$ cat src/rtl/k423_lsu_pkg.sv
// Shared types and helpers for the LSU controller: FSM states, access size codes,
// byte-enable generation, misalignment test and load sign/zero extension.
package k423_lsu_pkg;

   typedef enum logic [1:0] {
      ST_IDLE = 2'd0,
      ST_REQ  = 2'd1,
      ST_RSP  = 2'd2
   } state_t;

   localparam logic [1:0] SIZE_BYTE = 2'd0;
   localparam logic [1:0] SIZE_HALF = 2'd1;
   localparam logic [1:0] SIZE_WORD = 2'd2;

   // Attributes of the captured access that are needed again when the response returns.
   typedef struct packed {
      logic       load;
      logic       uns;
      logic [1:0] size;
      logic [1:0] lane;
   } req_info_t;

   function automatic logic is_misaligned(input logic [1:0] size, input logic [1:0] lane);
      return ((size == SIZE_HALF) && lane[0]) || (size[1] && (lane != 2'b00));
   endfunction

   function automatic logic [3:0] lane_wen(input logic [1:0] size, input logic [1:0] lane);
      logic [3:0] base;
      case (size)
         SIZE_BYTE: base = 4'b0001;
         SIZE_HALF: base = 4'b0011;
         default:   base = 4'b1111;
      endcase
      return base << lane;
   endfunction

   function automatic logic [31:0] extend_load(input logic [31:0] d, input logic [1:0] size,
                                               input logic uns);
      case (size)
         SIZE_BYTE: return {{24{~uns & d[7]}}, d[7:0]};
         SIZE_HALF: return {{16{~uns & d[15]}}, d[15:0]};
         default:   return d;
      endcase
   endfunction

endpackage

$ cat src/rtl/k423_lsu_ctrl_if.sv
// Bundle of the EX-side request, dmem request/response and writeback/error signals.
// master = LSU controller, slave = the surrounding pipeline and memory.
interface k423_lsu_ctrl_if #(
   parameter int XLEN   = 32,
   parameter int ADDR_W = 32
);
   logic              ex_req_vld;
   logic              ex_req_load;
   logic              ex_req_unsigned;
   logic [1:0]        ex_req_size;
   logic [ADDR_W-1:0] ex_req_addr;
   logic [XLEN-1:0]   ex_req_wdata;
   logic              flush;
   logic              lsu_stall;
   logic              mem_req_vld;
   logic [XLEN/8-1:0] mem_req_wen;
   logic [ADDR_W-1:0] mem_req_addr;
   logic [XLEN-1:0]   mem_req_wdata;
   logic              mem_req_rdy;
   logic              mem_rsp_vld;
   logic [XLEN-1:0]   mem_rsp_rdata;
   logic              wb_vld;
   logic [XLEN-1:0]   wb_rdata;
   logic              err_misalign;
   logic              err_timeout;

   modport master (
      input  ex_req_vld, ex_req_load, ex_req_unsigned, ex_req_size, ex_req_addr, ex_req_wdata,
      input  flush, mem_req_rdy, mem_rsp_vld, mem_rsp_rdata,
      output lsu_stall, mem_req_vld, mem_req_wen, mem_req_addr, mem_req_wdata,
      output wb_vld, wb_rdata, err_misalign, err_timeout
   );

   modport slave (
      output ex_req_vld, ex_req_load, ex_req_unsigned, ex_req_size, ex_req_addr, ex_req_wdata,
      output flush, mem_req_rdy, mem_rsp_vld, mem_rsp_rdata,
      input  lsu_stall, mem_req_vld, mem_req_wen, mem_req_addr, mem_req_wdata,
      input  wb_vld, wb_rdata, err_misalign, err_timeout
   );
endinterface

$ cat src/rtl/k423_lsu_align.sv
// Combinational load path: moves the addressed byte lane down to bit 0 and
// sign- or zero-extends according to the access size.
module k423_lsu_align
   import k423_lsu_pkg::*;
#(
   parameter int XLEN = 32
) (
   input  logic [XLEN-1:0] rdata,
   input  logic [1:0]      lane,
   input  logic [1:0]      size,
   input  logic            uns,
   output logic [XLEN-1:0] data
);
   localparam int NB = XLEN / 8;

   logic [XLEN-1:0] shifted [NB];

   genvar gi;
   for (gi = 0; gi < NB; gi++) begin : g_lane
      assign shifted[gi] = rdata >> (8 * gi);
   end

   always_comb begin
      data = extend_load(shifted[lane], size, uns);
   end

endmodule

$ cat src/rtl/k423_lsu_ctrl.sv
// LSU sequencer: one outstanding dmem access, lane-aligned stores, extended load results,
// with misalignment, timeout and flush handling.
module k423_lsu_ctrl
   import k423_lsu_pkg::*;
#(
   parameter int XLEN        = 32,
   parameter int ADDR_W      = 32,
   parameter int TIMEOUT_CYC = 64
) (
   input logic             clk,
   input logic             rst,
   k423_lsu_ctrl_if.master bus
);
   localparam int NB    = XLEN / 8;
   localparam int CNT_W = (TIMEOUT_CYC > 2) ? $clog2(TIMEOUT_CYC) : 1;
   localparam logic [CNT_W-1:0] CNT_LAST = CNT_W'(TIMEOUT_CYC - 1);

   state_t            state_reg, state_next;
   req_info_t         info_reg, info_next;
   logic              drop_reg, drop_next;
   logic [CNT_W-1:0]  cnt_reg, cnt_next;
   logic              mem_vld_reg, mem_vld_next;
   logic [NB-1:0]     mem_wen_reg, mem_wen_next;
   logic [ADDR_W-1:0] mem_addr_reg, mem_addr_next;
   logic [XLEN-1:0]   mem_wdata_reg, mem_wdata_next;
   logic              wb_vld_reg, wb_vld_next;
   logic [XLEN-1:0]   wb_rdata_reg, wb_rdata_next;
   logic              err_mis_reg, err_mis_next;
   logic              err_to_reg, err_to_next;
   logic              stall;

   logic [1:0]        lane;
   logic              misaligned;
   logic              timeout_hit;
   logic [XLEN-1:0]   load_data;

   assign lane        = bus.ex_req_addr[1:0];
   assign misaligned  = is_misaligned(bus.ex_req_size, lane);
   assign timeout_hit = (cnt_reg == CNT_LAST);

   k423_lsu_align #(.XLEN(XLEN)) u_align (
      .rdata (bus.mem_rsp_rdata),
      .lane  (info_reg.lane),
      .size  (info_reg.size),
      .uns   (info_reg.uns),
      .data  (load_data)
   );

   always_comb begin
      state_next     = state_reg;
      info_next      = info_reg;
      drop_next      = drop_reg;
      cnt_next       = cnt_reg;
      mem_vld_next   = 1'b0;
      mem_wen_next   = mem_wen_reg;
      mem_addr_next  = mem_addr_reg;
      mem_wdata_next = mem_wdata_reg;
      wb_vld_next    = 1'b0;
      wb_rdata_next  = wb_rdata_reg;
      err_mis_next   = 1'b0;
      err_to_next    = 1'b0;
      stall          = 1'b0;

      case (state_reg)
         ST_IDLE: begin
            stall = bus.ex_req_vld & ~misaligned;
            if (bus.ex_req_vld && !bus.flush) begin
               if (misaligned) begin
                  err_mis_next = 1'b1;
               end else begin
                  state_next     = ST_REQ;
                  info_next      = '{load: bus.ex_req_load, uns: bus.ex_req_unsigned,
                                     size: bus.ex_req_size, lane: lane};
                  drop_next      = 1'b0;
                  cnt_next       = '0;
                  mem_vld_next   = 1'b1;
                  mem_addr_next  = {bus.ex_req_addr[ADDR_W-1:2], 2'b00};
                  mem_wen_next   = bus.ex_req_load ? '0 : lane_wen(bus.ex_req_size, lane);
                  mem_wdata_next = bus.ex_req_load ? '0 : (bus.ex_req_wdata << {lane, 3'b000});
               end
            end
         end

         ST_REQ: begin
            stall    = 1'b1;
            cnt_next = cnt_reg + 1'b1;
            // Acceptance beats both flush and timeout: once taken, the access must be answered.
            if (bus.mem_req_rdy) begin
               state_next = ST_RSP;
               drop_next  = bus.flush;
            end else if (bus.flush) begin
               state_next = ST_IDLE;
            end else if (timeout_hit) begin
               state_next  = ST_IDLE;
               err_to_next = 1'b1;
               stall       = 1'b0;
            end else begin
               mem_vld_next = 1'b1;
            end
         end

         ST_RSP: begin
            cnt_next = cnt_reg + 1'b1;
            if (bus.mem_rsp_vld) begin
               state_next = ST_IDLE;
               if (info_reg.load && !drop_reg && !bus.flush) begin
                  wb_vld_next   = 1'b1;
                  wb_rdata_next = load_data;
               end
            end else begin
               if (bus.flush) drop_next = 1'b1;
               if (timeout_hit) begin
                  state_next  = ST_IDLE;
                  err_to_next = 1'b1;
               end else begin
                  stall = 1'b1;
               end
            end
         end

         default: state_next = ST_IDLE;
      endcase

      if (rst) stall = 1'b0;
   end

   always_ff @(posedge clk) begin
      if (rst) begin
         state_reg     <= ST_IDLE;
         info_reg      <= '0;
         drop_reg      <= 1'b0;
         cnt_reg       <= '0;
         mem_vld_reg   <= 1'b0;
         mem_wen_reg   <= '0;
         mem_addr_reg  <= '0;
         mem_wdata_reg <= '0;
         wb_vld_reg    <= 1'b0;
         wb_rdata_reg  <= '0;
         err_mis_reg   <= 1'b0;
         err_to_reg    <= 1'b0;
      end else begin
         state_reg     <= state_next;
         info_reg      <= info_next;
         drop_reg      <= drop_next;
         cnt_reg       <= cnt_next;
         mem_vld_reg   <= mem_vld_next;
         mem_wen_reg   <= mem_wen_next;
         mem_addr_reg  <= mem_addr_next;
         mem_wdata_reg <= mem_wdata_next;
         wb_vld_reg    <= wb_vld_next;
         wb_rdata_reg  <= wb_rdata_next;
         err_mis_reg   <= err_mis_next;
         err_to_reg    <= err_to_next;
      end
   end

   assign bus.lsu_stall     = stall;
   assign bus.mem_req_vld   = mem_vld_reg;
   assign bus.mem_req_wen   = mem_wen_reg;
   assign bus.mem_req_addr  = mem_addr_reg;
   assign bus.mem_req_wdata = mem_wdata_reg;
   assign bus.wb_vld        = wb_vld_reg;
   assign bus.wb_rdata      = wb_rdata_reg;
   assign bus.err_misalign  = err_mis_reg;
   assign bus.err_timeout   = err_to_reg;

endmodule

$ cat src/flat_wrapper.sv
// flat-port wrapper written by rule: the top's interface ports become plain ports
module k423_lsu_ctrl_flat import k423_lsu_pkg::*;
#(
   parameter int XLEN        = 32,
   parameter int ADDR_W      = 32,
   parameter int TIMEOUT_CYC = 64
)
  (clk, rst, bus_ex_req_vld, bus_ex_req_load, bus_ex_req_unsigned, bus_ex_req_size, bus_ex_req_addr, bus_ex_req_wdata, bus_flush, bus_mem_req_rdy, bus_mem_rsp_vld, bus_mem_rsp_rdata, bus_lsu_stall, bus_mem_req_vld, bus_mem_req_wen, bus_mem_req_addr, bus_mem_req_wdata, bus_wb_vld, bus_wb_rdata, bus_err_misalign, bus_err_timeout);
  k423_lsu_ctrl_if #(.XLEN(XLEN), .ADDR_W(ADDR_W)) bus_i ();
  input logic clk;
  input logic rst;
  input wire logic [$bits(bus_i.ex_req_vld)-1:0] bus_ex_req_vld;
  input wire logic [$bits(bus_i.ex_req_load)-1:0] bus_ex_req_load;
  input wire logic [$bits(bus_i.ex_req_unsigned)-1:0] bus_ex_req_unsigned;
  input wire logic [$bits(bus_i.ex_req_size)-1:0] bus_ex_req_size;
  input wire logic [$bits(bus_i.ex_req_addr)-1:0] bus_ex_req_addr;
  input wire logic [$bits(bus_i.ex_req_wdata)-1:0] bus_ex_req_wdata;
  input wire logic [$bits(bus_i.flush)-1:0] bus_flush;
  input wire logic [$bits(bus_i.mem_req_rdy)-1:0] bus_mem_req_rdy;
  input wire logic [$bits(bus_i.mem_rsp_vld)-1:0] bus_mem_rsp_vld;
  input wire logic [$bits(bus_i.mem_rsp_rdata)-1:0] bus_mem_rsp_rdata;
  output wire logic [$bits(bus_i.lsu_stall)-1:0] bus_lsu_stall;
  output wire logic [$bits(bus_i.mem_req_vld)-1:0] bus_mem_req_vld;
  output wire logic [$bits(bus_i.mem_req_wen)-1:0] bus_mem_req_wen;
  output wire logic [$bits(bus_i.mem_req_addr)-1:0] bus_mem_req_addr;
  output wire logic [$bits(bus_i.mem_req_wdata)-1:0] bus_mem_req_wdata;
  output wire logic [$bits(bus_i.wb_vld)-1:0] bus_wb_vld;
  output wire logic [$bits(bus_i.wb_rdata)-1:0] bus_wb_rdata;
  output wire logic [$bits(bus_i.err_misalign)-1:0] bus_err_misalign;
  output wire logic [$bits(bus_i.err_timeout)-1:0] bus_err_timeout;
  assign bus_i.ex_req_vld = bus_ex_req_vld;
  assign bus_i.ex_req_load = bus_ex_req_load;
  assign bus_i.ex_req_unsigned = bus_ex_req_unsigned;
  assign bus_i.ex_req_size = bus_ex_req_size;
  assign bus_i.ex_req_addr = bus_ex_req_addr;
  assign bus_i.ex_req_wdata = bus_ex_req_wdata;
  assign bus_i.flush = bus_flush;
  assign bus_i.mem_req_rdy = bus_mem_req_rdy;
  assign bus_i.mem_rsp_vld = bus_mem_rsp_vld;
  assign bus_i.mem_rsp_rdata = bus_mem_rsp_rdata;
  assign bus_lsu_stall = bus_i.lsu_stall;
  assign bus_mem_req_vld = bus_i.mem_req_vld;
  assign bus_mem_req_wen = bus_i.mem_req_wen;
  assign bus_mem_req_addr = bus_i.mem_req_addr;
  assign bus_mem_req_wdata = bus_i.mem_req_wdata;
  assign bus_wb_vld = bus_i.wb_vld;
  assign bus_wb_rdata = bus_i.wb_rdata;
  assign bus_err_misalign = bus_i.err_misalign;
  assign bus_err_timeout = bus_i.err_timeout;
  k423_lsu_ctrl #(.XLEN(XLEN), .ADDR_W(ADDR_W), .TIMEOUT_CYC(TIMEOUT_CYC)) u_core (.clk(clk), .rst(rst), .bus(bus_i));
endmodule
$ cat config.mk
export PLATFORM = sky130hd
export DESIGN_NAME = k423_lsu_ctrl_flat
export DESIGN_NICKNAME = d
export VERILOG_FILES = /design/src/rtl/k423_lsu_pkg.sv /design/src/rtl/k423_lsu_ctrl_if.sv /design/src/rtl/k423_lsu_align.sv /design/src/rtl/k423_lsu_ctrl.sv /design/src/flat_wrapper.sv
export SDC_FILE = /design/constraint.sdc
export NUM_CORES = 1
export LEC_CHECK = 0
export BUFFER_PORTS_ARGS = -buffer_cell sky130_fd_sc_hd__buf_2
export CAP_MARGIN = 5
export CORE_ASPECT_RATIO = 0.8
export CORE_MARGIN = 2
export CORE_UTILIZATION = 35
export CTS_CLUSTER_SIZE = 14
export DETAILED_ROUTE_END_ITERATION = 6
export GPL_TIMING_DRIVEN = 0
export SLEW_MARGIN = 20
export SYNTH_ARGS = -nofsm -noshare
export SYNTH_HDL_FRONTEND = slang
export SYNTH_SLANG_ARGS = --single-unit
$ cat constraint.sdc
create_clock -name clk -period 2.57 [get_ports clk]
set_input_delay 0.3855 -clock clk [delete_from_list [all_inputs] [get_ports clk]]
set_output_delay 0.3855 -clock clk [all_outputs]
set_load 0.01 [all_outputs]
Yosys cells after proc, flatten, opt, wreduce, memory -nomap -nowiden
Index checks and enable logic that the tools add are counted.
{"block": "word_totals", "reg_bits": 117, "input_bits": 106}
{"block": "classes", "bitwise": 10, "add_sub_neg": 1, "reduce_logical": 22, "n_lt_le_gt_ge": 1, "eq_ne": 10, "n_mux": 44, "shifts": 2}
{"operator": "two-way mux 32 bit", "n": 3}
{"operator": "binary-select mux 32 bit (select 2 bit)", "n": 1}
{"operator": "case mux 32 bit (2 select lines)", "n": 1}
{"operator": "<< shifter 32 x 5 -> 32 bit", "n": 1}
{"operator": "two-way mux 1 bit", "n": 20}
{"operator": "two-way mux 4 bit", "n": 4}
{"operator": "two-way mux 2 bit", "n": 6}
{"operator": "two-way mux 6 bit", "n": 2}
{"operator": "case mux 6 bit (2 select lines)", "n": 1}
{"operator": "AND reduction 3 bit", "n": 3}
{"operator": "!= test 2 bit (second input constant)", "n": 4}
{"operator": "case mux 4 bit (2 select lines)", "n": 1}
{"operator": "adder 6 x 1 -> 6 bit (second input constant)", "n": 1}
{"operator": "== test 2 x 1 -> 1 bit (second input constant)", "n": 3}
{"operator": "== test 6 bit (second input constant)", "n": 1}
{"operator": "zero test 2 bit", "n": 3}
{"operator": "inverter 1 bit", "n": 6}
{"operator": "case mux 1 bit (3 select lines)", "n": 2}
{"operator": "case mux 2 bit (3 select lines)", "n": 1}
{"operator": "AND reduction 6 bit", "n": 1}
{"operator": "OR reduction 3 bit", "n": 2}
{"operator": "logical AND 1 bit", "n": 5}
{"operator": "case mux 1 bit (2 select lines)", "n": 2}
{"operator": "nonzero test 2 bit", "n": 2}
{"operator": "other kinds (11)", "n": 14}

Logic depth before layout (Yosys ltp)
Gate-level depths: netlist (run 1).
{"block": "logic_depth", "word_depth": 8, "mapped_depth": 8}

Hierarchy
Synthesis (run 1) repeated with hierarchy kept, for this count alone.
{"block": "hier_totals", "hier_cells": 712, "area_unflattened_um2": 5666.7}
{"module": "k423_lsu_ctrl", "cells_each": 609, "area_each_um2": 4898.4, "instances": 1}
{"module": "k423_lsu_align", "cells_each": 103, "area_each_um2": 768.2, "instances": 1}

Worst setup path before layout (run 1)
No wires, ideal clock.
{"block": "synth_path", "kind": "flip-flop to flip-flop", "start": "register u_core.info_reg[0] (netlist name)", "end": "register u_core.wb_rdata_reg[20], in the netlist u_core.bus.wb_rdata[20]", "required_ns": 2.436, "setup_slack_ns": 0.767, "n_path_buf": 2, "arrival_time_ns": 1.669, "stages_incl_launch_ff": 7, "synth_period_minus_slack_ns": 1.803, "path_cell_list": "dfxtp_1 > buf_6 > mux4_2 > or2_1 > a31oi_4 > buf_6 > a211oi_1"}
{"block": "synth_via", "elab_chain_cells": 6}
{"item": "start: declaration", "line": "k423_lsu_ctrl.sv:19", "text": "req_info_t info_reg, info_next;"}
{"item": "start signal: assignment", "line": "k423_lsu_ctrl.sv:143", "text": "info_reg <= info_next;"}
{"item": "inverter 2 -> 3 bit (implied by the code) (*)", "line": "k423_lsu_align.sv:24", "text": "data = extend_load(shifted[lane], size, uns);"}
{"item": "binary-select mux 32 bit (select 2 bit) (*)", "line": "k423_lsu_align.sv:24"}
{"item": "two-way mux 32 bit (implied by the code) (*) (2 in series)", "line": "k423_lsu_align.sv:24"}
{"item": "bitwise AND 1 bit (on tied branches)", "line": "k423_lsu_pkg.sv:41, k423_lsu_pkg.sv:40"}
{"item": "case mux 32 bit (2 select lines) (*)", "line": "k423_lsu_pkg.sv:39", "text": "case (size)"}
{"item": "end signal: assignment", "line": "k423_lsu_ctrl.sv:151", "text": "wb_rdata_reg <= wb_rdata_next;"}
{"item": "end: declaration", "line": "k423_lsu_ctrl.sv:27", "text": "logic [XLEN-1:0] wb_rdata_reg, wb_rdata_next;"}
Mark *: on every way between the ends. The rest lies on a longest branch, timed or not. The select of a mux whose other input is x is not followed.
A chain may end at the register's enable or synchronous reset.

Worst setup path in the final report (run 1)
{"block": "layout_path", "start": "register u_core.state_reg[0]", "end": "register u_core.mem_wdata_reg[31], in the netlist u_core.bus.mem_req_wdata[31]"}
{"block": "layout_via", "elab_chain_cells": 2}
{"item": "start: declaration", "line": "k423_lsu_ctrl.sv:18", "text": "state_t state_reg, state_next;"}
{"item": "start signal: assignment", "line": "k423_lsu_ctrl.sv:142", "text": "state_reg <= state_next;"}
{"item": "zero test 2 bit", "line": "k423_lsu_ctrl.sv:64", "text": "case (state_reg)"}
{"item": "AND reduction 3 bit (no source line)"}
{"item": "end signal: assignment", "line": "k423_lsu_ctrl.sv:149", "text": "mem_wdata_reg <= mem_wdata_next;"}
{"item": "end: declaration", "line": "k423_lsu_ctrl.sv:25", "text": "logic [XLEN-1:0] mem_wdata_reg, mem_wdata_next;"}
No other way between the ends.

==> impl_summary.log, run 1 <==
[metrics] result of the run: complete, no violations
[metrics] number of global-route vias before repair: 5190
[metrics] static leakage: 3.045 nW
[metrics] total CTS buffers: 17
[metrics] headroom to the max-slew limit: 46.51%
[metrics] Synth-to-Final Area Change: 35.41%
[metrics] Filler cells: 1527
[metrics] non-filler cells, final: 1113
[metrics] mean instance size in the synthesized netlist: 8.173 sq um
[metrics] routed length per instance: 16.21 um
[metrics] number of hold-slack violations in the final timing report: 0
[metrics] Total Neg Setup Slack: 0 ns
[metrics] most common cell in the synthesized netlist: sky130_fd_sc_hd__nand2_1
[metrics] remaining routing DRC violations: 0
[metrics] CP Capture Type: register
[metrics] antenna-violating nets left: 0
[metrics] violation count after the first detailed-route iteration: 418
[metrics] placeable core area: 15060 sq um
[metrics] Async S/R FF share, synth: 0%
[metrics] fraction of the yosys area taken by sequential cells: 43.35%
[metrics] Min-Delay Startpoint: bus_ex_req_addr[28]
[metrics] critical path data required time: 2.91 ns
[metrics] startpoint type of the worst setup path: register
[metrics] Starting Density: 35.86%
[metrics] RSZ-0062 raised after global routing: false
[metrics] synthesized netlist cell count: 661
[metrics] Die Footprint: 16450 sq um
[metrics] total routing usage reported by global routing: 21.58%
[metrics] number of iterations in the first detailed-routing pass: 5
[metrics] number of warnings issued by yosys: 0
[metrics] Post-Route Skew: 0.004426 ns
[metrics] vias: 5560
[metrics] max capacitance violation total: 0
[metrics] type of the tightest min-delay check: in -> reg
[metrics] distinct cell type count after synthesis: 50
[metrics] worst-path fanout max: 10
[metrics] DIE WIDTH: 142.9 um
[metrics] Final Critical Period: 2.308 ns
[metrics] count of flip-flops with a built-in enable after synthesis: 0
[metrics] layout cells sized above 1: 29.86%
[metrics] Inst Count DP: 1079
[metrics] area of the mapped netlist: 5403 sq um
[metrics] Commonest cells post-synth: sky130_fd_sc_hd__nand2_1 (156), sky130_fd_sc_hd__dfxtp_1 (117), sky130_fd_sc_hd__a21oi_1 (83)
[metrics] areal power density over the cells: 652.2 nW/um^2
[metrics] clock latency at the later pin of the worst-skew pair: 0.42 ns
[metrics] deepest clock path buffer count: 2
[metrics] root buffer selected by CTS: sky130_fd_sc_hd__clkbuf_16
[metrics] clock transition at the registers of the reported paths: 0.06 ns
[metrics] highest attainable clock frequency: 433.2 MHz
[metrics] largest cells by area after synthesis: sky130_fd_sc_hd__dfxtp_1 (43%), sky130_fd_sc_hd__nand2_1 (11%), sky130_fd_sc_hd__a21oi_1 (7.7%)
[metrics] Worst Tran Pin Value: 0.7969 ns
[metrics] number of storage elements in the synthesis netlist: 117
[metrics] top cell type by total area after synthesis: sky130_fd_sc_hd__dfxtp_1
[metrics] Routed WL: 18040 um
[metrics] IR Drop Worst-Case VDD: 0.4600 mV
[metrics] number of levels the H-tree was split into: 4
[metrics] number of buffers inserted by hold repair at cts: 0
[metrics] count of final setup violators: 0
[metrics] Critical R2R Launch: u_core.state_reg[0]$_SDFFE_PP0P_
[metrics] category of the critical setup timing path: reg -> reg
[metrics] post-DP HPWL: 13860 um
[metrics] maximum number of pins on one net before global-route repair: 17
[metrics] number of top-level design ports: 211
[metrics] predominant post-synthesis flop cell: sky130_fd_sc_hd__dfxtp_1
[metrics] global route overflow: 0
[metrics] post-cts gate resize count: 0
[metrics] initial antenna violation count: 2
[metrics] via density per instance: 4.996
[metrics] net total in the final layout: 999
[metrics] standard-cell rows: 40
[metrics] worst setup path startpoint: u_core.state_reg[0]$_SDFFE_PP0P_
[metrics] die extent in y: 115.1 um
[metrics] routability-driven placement congestion ratio: 0.8755
[metrics] period utilisation layout: 89.82%
[metrics] CTS sink count: 117
[metrics] buffers inserted by post-CTS timing repair: 0
[metrics] critical path data arrival time: 2.65 ns
[metrics] Final Slew Violations: 0
[metrics] proportion of netlist area held by the largest area contributor: 43.35%
[metrics] global-route wire length before repair: 27340 um
[metrics] TritonCTS clock tree: done
[metrics] Port Buf Inserts: 207
[worst max-delay path, stage by stage (launching register included)]
cell	delay, ns
sky130_fd_sc_hd__dfxtp_1	0.37
sky130_fd_sc_hd__inv_1	0.10
sky130_fd_sc_hd__ha_1	0.26
sky130_fd_sc_hd__and3b_1	0.21
sky130_fd_sc_hd__nand3_1	0.22
sky130_fd_sc_hd__buf_2	0.30
sky130_fd_sc_hd__clkbuf_1	0.49
sky130_fd_sc_hd__nand2_1	0.11
sky130_fd_sc_hd__a21oi_1	0.16
[power by group]
group	internal, mW	leakage [nW]	switching, mW
registers	1.85	0.945	0.0177
clock network	1.53	0.278	0.895
logic	0.191	1.82	0.293
[worst paths after layout]
path                                               endpoint  cells after the start  slack, ns
hold / removal     u_core.bus.mem_req_addr[28]$_SDFFE_PP0P_                      3       0.21
setup / recovery  u_core.bus.mem_req_wdata[31]$_SDFFE_PP0P_                      8       0.26
setup reg to reg  u_core.bus.mem_req_wdata[31]$_SDFFE_PP0P_                      8       0.26
hold reg to reg    u_core.bus.mem_req_wdata[8]$_SDFFE_PP0P_                      2       0.45
[placed cells by master (no fill, tap or decap), types with 15 or more instances in the layout]
master	count
sky130_fd_sc_hd__a211oi_1	32
sky130_fd_sc_hd__a21oi_1	83
sky130_fd_sc_hd__buf_2	220
sky130_fd_sc_hd__clkbuf_1	35
sky130_fd_sc_hd__clkbuf_16	17
sky130_fd_sc_hd__dfxtp_1	117
sky130_fd_sc_hd__mux2i_1	31
sky130_fd_sc_hd__nand2_1	156
sky130_fd_sc_hd__nand3_1	15
sky130_fd_sc_hd__nor2_1	32
sky130_fd_sc_hd__nor2b_1	15
sky130_fd_sc_hd__or3_1	18
[kinds of logic after synthesis]
kind of cell    share of synthesized area (%)
simple gates                            20.98
flops                                   43.35
xor+xnor                               0.1621
mux                                     7.828
buf+inv                                 5.164
fa+ha+maj                               1.158
compound gates                          21.28
other cells                           0.06941
[metrics by stage]
stage          area [sq um]  hold slack [ns]  util (%)  worst slack (ns)  power [mW]
6_report               7316           0.2060     48.56            0.2617       4.772
4_1_cts                7311           0.1917     48.53            0.2369       4.805
3_5_place_dp           6705           0.4441     44.51            0.2574       2.383
5_1_grt                7313           0.2020     48.55           0.04458       4.950
2_1_floorplan          5406           0.4251         -            0.7674       2.164
3_3_place_gp           6705           0.4396     44.51            0.2564       2.385
[layout make-up]
type | instances | area (sq um) | area share (%)
Buffer | 55 | 245.2 | 3.352
Clock inverter | 15 | 180.2 | 2.463
Timing Repair Buffer | 207 | 1036 | 14.16
Clock buffer | 17 | 425.4 | 5.815
Tap cell | 210 | 262.8 | 3.592
Antenna cell | 2 | 5.005 | 0.06841
Sequential cell | 117 | 2342 | 32.02
Multi-Input combinational cell | 481 | 2785 | 38.07
Inverter | 9 | 33.78 | 0.4618
[per-layer routing]
layer  GRT usage, %  up-vias  part of all wire (%)  wire, um
met5              0        -                 0.072        13
met4          6.469        2                   1.5       268
met3          6.872       23                   6.9      1251
met2          31.80      203                    43      7839
met1          30.19     2554                    48      8669
li1               -     2778                     -         -
Power figures use the tool's default switching activity.
==> inputs of run 2 (changes only) <==
--- a/config.mk
+++ b/config.mk
@@ -10,6 +10,7 @@
 export CORE_ASPECT_RATIO = 0.8
 export CORE_MARGIN = 2
 export CORE_UTILIZATION = 35
+export CTS_BUF_LIST = sky130_fd_sc_hd__clkbuf_8
 export CTS_CLUSTER_SIZE = 14
 export DETAILED_ROUTE_END_ITERATION = 6
 export GPL_TIMING_DRIVEN = 0
@@ -17,3 +18,4 @@
 export SYNTH_ARGS = -nofsm -noshare
 export SYNTH_HDL_FRONTEND = slang
 export SYNTH_SLANG_ARGS = --single-unit
+export TNS_END_PERCENT = 20
==> impl_summary.log, run 2 (synthesis gave the netlist of run 1 again) <==
[metrics] Worst Hold Path EP: u_core.bus.mem_req_addr[28]$_SDFFE_PP0P_
[metrics] Post-Route Skew: 0.008605 ns
[metrics] TritonCTS clock tree: done
[metrics] critical path data required time: 2.18 ns
[metrics] type of the tightest min-delay check: in -> reg
[metrics] Inst Count DP: 1079
[metrics] DIE WIDTH: 142.9 um
[metrics] headroom to the max-slew limit: 46.73%
[metrics] startpoint type of the worst setup path: register
[metrics] post-DP HPWL: 13860 um
[metrics] net total in the final layout: 999
[metrics] combinational power share: 11.8%
[metrics] non-filler cells, final: 1113
[metrics] Final Critical Period: 2.329 ns
[metrics] clock transition at the registers of the reported paths: 0.07 ns
[metrics] Routed WL: 18000 um
[metrics] number of levels the H-tree was split into: 4
[metrics] cell internal pwr: 2.998 mW
[metrics] CP Capture Type: output port
[metrics] global-route wire length before repair: 27220 um
[metrics] global route overflow: 0
[metrics] number of top-level design ports: 211
[metrics] Synth-to-Final Area Change: 31.87%
[metrics] critical path data arrival time: 1.94 ns
[metrics] Crit Reg-Reg Endpoint: u_core.bus.mem_req_addr[29]$_SDFFE_PP0P_
[metrics] Sw Ratio: 27.27%
[metrics] static leakage: 2.958 nW
[metrics] placeable core area: 15060 sq um
[metrics] IR Drop Worst-Case VDD: 0.3010 mV
[metrics] max capacitance violation total: 0
[metrics] routed length per instance: 16.17 um
[metrics] R2R cell count: 8
[metrics] number of hold-slack violations in the final timing report: 0
[metrics] most common cell after layout, fill and taps aside: sky130_fd_sc_hd__buf_2
[metrics] highest attainable clock frequency: 429.4 MHz
[metrics] number of iterations in the first detailed-routing pass: 4
[metrics] number of buffers inserted by hold repair at cts: 0
[metrics] clock group share of total power: 43.1%
[metrics] initial antenna violation count: 3
[metrics] clock latency at the later pin of the worst-skew pair: 0.45 ns
[metrics] result of the run: complete, no violations
[metrics] vias: 5534
[metrics] reg2reg setup slack: 0.26 ns
[metrics] via density per instance: 4.972
[metrics] period utilisation layout: 90.62%
[metrics] Final Slew Violations: 0
[metrics] violation count after the first detailed-route iteration: 422
[metrics] count of final setup violators: 0
[metrics] final worst hold slack: 0.1744 ns
[metrics] highest-count cells in the layout ignoring fill and taps: sky130_fd_sc_hd__buf_2 (220), sky130_fd_sc_hd__nand2_1 (156), sky130_fd_sc_hd__dfxtp_1 (117)
[metrics] Die Footprint: 16450 sq um
[metrics] Worst Tran Pin Value: 0.7936 ns
[metrics] category of the critical setup timing path: reg -> out
[metrics] number of global-route vias before repair: 5149
[metrics] Port Buf Inserts: 207
[metrics] Starting Density: 35.86%
[metrics] buffers inserted by post-CTS timing repair: 0
[metrics] total CTS buffers: 17
[metrics] root buffer selected by CTS: sky130_fd_sc_hd__clkbuf_8
[metrics] Filler cells: 1552
[metrics] maximum number of pins on one net before global-route repair: 17
[metrics] CTS sink count: 117
[metrics] standard-cell rows: 40
[metrics] antenna-violating nets left: 0
[metrics] Switching Power: 1.124 mW
[metrics] layout cells sized above 1: 29.86%
[metrics] depth of the worst hold-timing path: 3
[metrics] Critical R2R Launch: u_core.state_reg[0]$_SDFFE_PP0P_
[metrics] remaining routing DRC violations: 0
[metrics] Min-Delay Startpoint: bus_ex_req_addr[28]
[metrics] deepest clock path buffer count: 2
[metrics] Total Neg Setup Slack: 0 ns
[metrics] areal power density over the cells: 578.6 nW/um^2
[metrics] die extent in y: 115.1 um
[metrics] RSZ-0062 raised after global routing: false
[metrics] post-cts gate resize count: 0
[metrics] total routing usage reported by global routing: 21.43%
[metrics] worst-path fanout max: 6
[metrics] routability-driven placement congestion ratio: 0.8755
[metrics] sequential power share: 45.2%
## run 2: cell counts in the layout (fill, tap and decap cells not counted)
No cell type changed its count.
## run 2: layer usage
| metal | global-route usage (%) | up-vias | part of all wire [%] |
|---|---|---|---|
| met1 | 30.34 | 2526 | 49 |
| li1 | - | 2770 | - |
| met5 | 0 | - | 0.072 |
| met2 | 31.16 | 204 | 43 |
| met3 | 6.122 | 32 | 6.7 |
| met4 | 7.459 | 2 | 1.8 |
## run 2: worst max-delay path by stage
stage	from	end	slack, ns	cells past startpoint
6_report	u_core.cnt_reg[0]$_SDFFE_PP0P_	bus_lsu_stall	0.24	6
5_1_grt	u_core.state_reg[0]$_SDFFE_PP0P_	u_core.bus.mem_req_addr[29]$_SDFFE_PP0P_	0.04	8
4_1_cts	u_core.cnt_reg[0]$_SDFFE_PP0P_	bus_lsu_stall	0.22	6
3_5_place_dp	u_core.state_reg[0]$_SDFFE_PP0P_	u_core.bus.mem_req_addr[29]$_SDFFE_PP0P_	0.26	8
3_3_place_gp	u_core.state_reg[0]$_SDFFE_PP0P_	u_core.bus.mem_req_addr[30]$_SDFFE_PP0P_	0.26	8
2_1_floorplan	u_core.info_reg[0]$_SDFFE_PP0P_	u_core.bus.wb_rdata[20]$_SDFFE_PP0P_	0.77	6
## run 2: power by group through the flow
stage	logic, mW	registers [mW]	clock network [mW]
2_1_floorplan	0.249	1.92	0
3_3_place_gp	0.482	1.90	0
3_5_place_dp	0.479	1.90	0
4_1_cts	0.480	1.86	1.81
5_1_grt	0.529	1.86	1.90
6_report	0.485	1.86	1.77
## run 2: worst max-delay path: stages, from the launching register on
cell                       delay (ns)
sky130_fd_sc_hd__dfxtp_1         0.36
sky130_fd_sc_hd__ha_1            0.22
sky130_fd_sc_hd__and3_1          0.20
sky130_fd_sc_hd__nand3_1         0.21
sky130_fd_sc_hd__o31ai_1         0.24
sky130_fd_sc_hd__a21boi_0        0.12
sky130_fd_sc_hd__buf_2           0.15
## run 2: final cells by class
| cell class | instances | area [sq um] | area share, % |
|---|---|---|---|
| Multi-Input combinational cell | 481 | 2785 | 39.09 |
| Inverter | 9 | 33.78 | 0.4742 |
| Timing Repair Buffer | 207 | 1036 | 14.54 |
| Sequential cell | 117 | 2342 | 32.88 |
| Buffer | 55 | 245.2 | 3.442 |
| Tap cell | 210 | 262.8 | 3.688 |
| Antenna cell | 2 | 5.005 | 0.07025 |
| Clock inverter | 15 | 180.2 | 2.529 |
| Clock buffer | 17 | 234.0 | 3.284 |
## run 2: metrics by stage
stage	power, mW	instance area [sq um]	worst slack, ns	utilization [%]
after floorplan	2.164	5406	0.7674	-
after global placement	2.385	6705	0.2564	44.51
after detailed placement	2.383	6705	0.2574	44.51
after CTS	4.154	7119	0.2246	47.26
after global routing	4.296	7124	0.04274	47.29
final	4.122	7124	0.2411	47.29
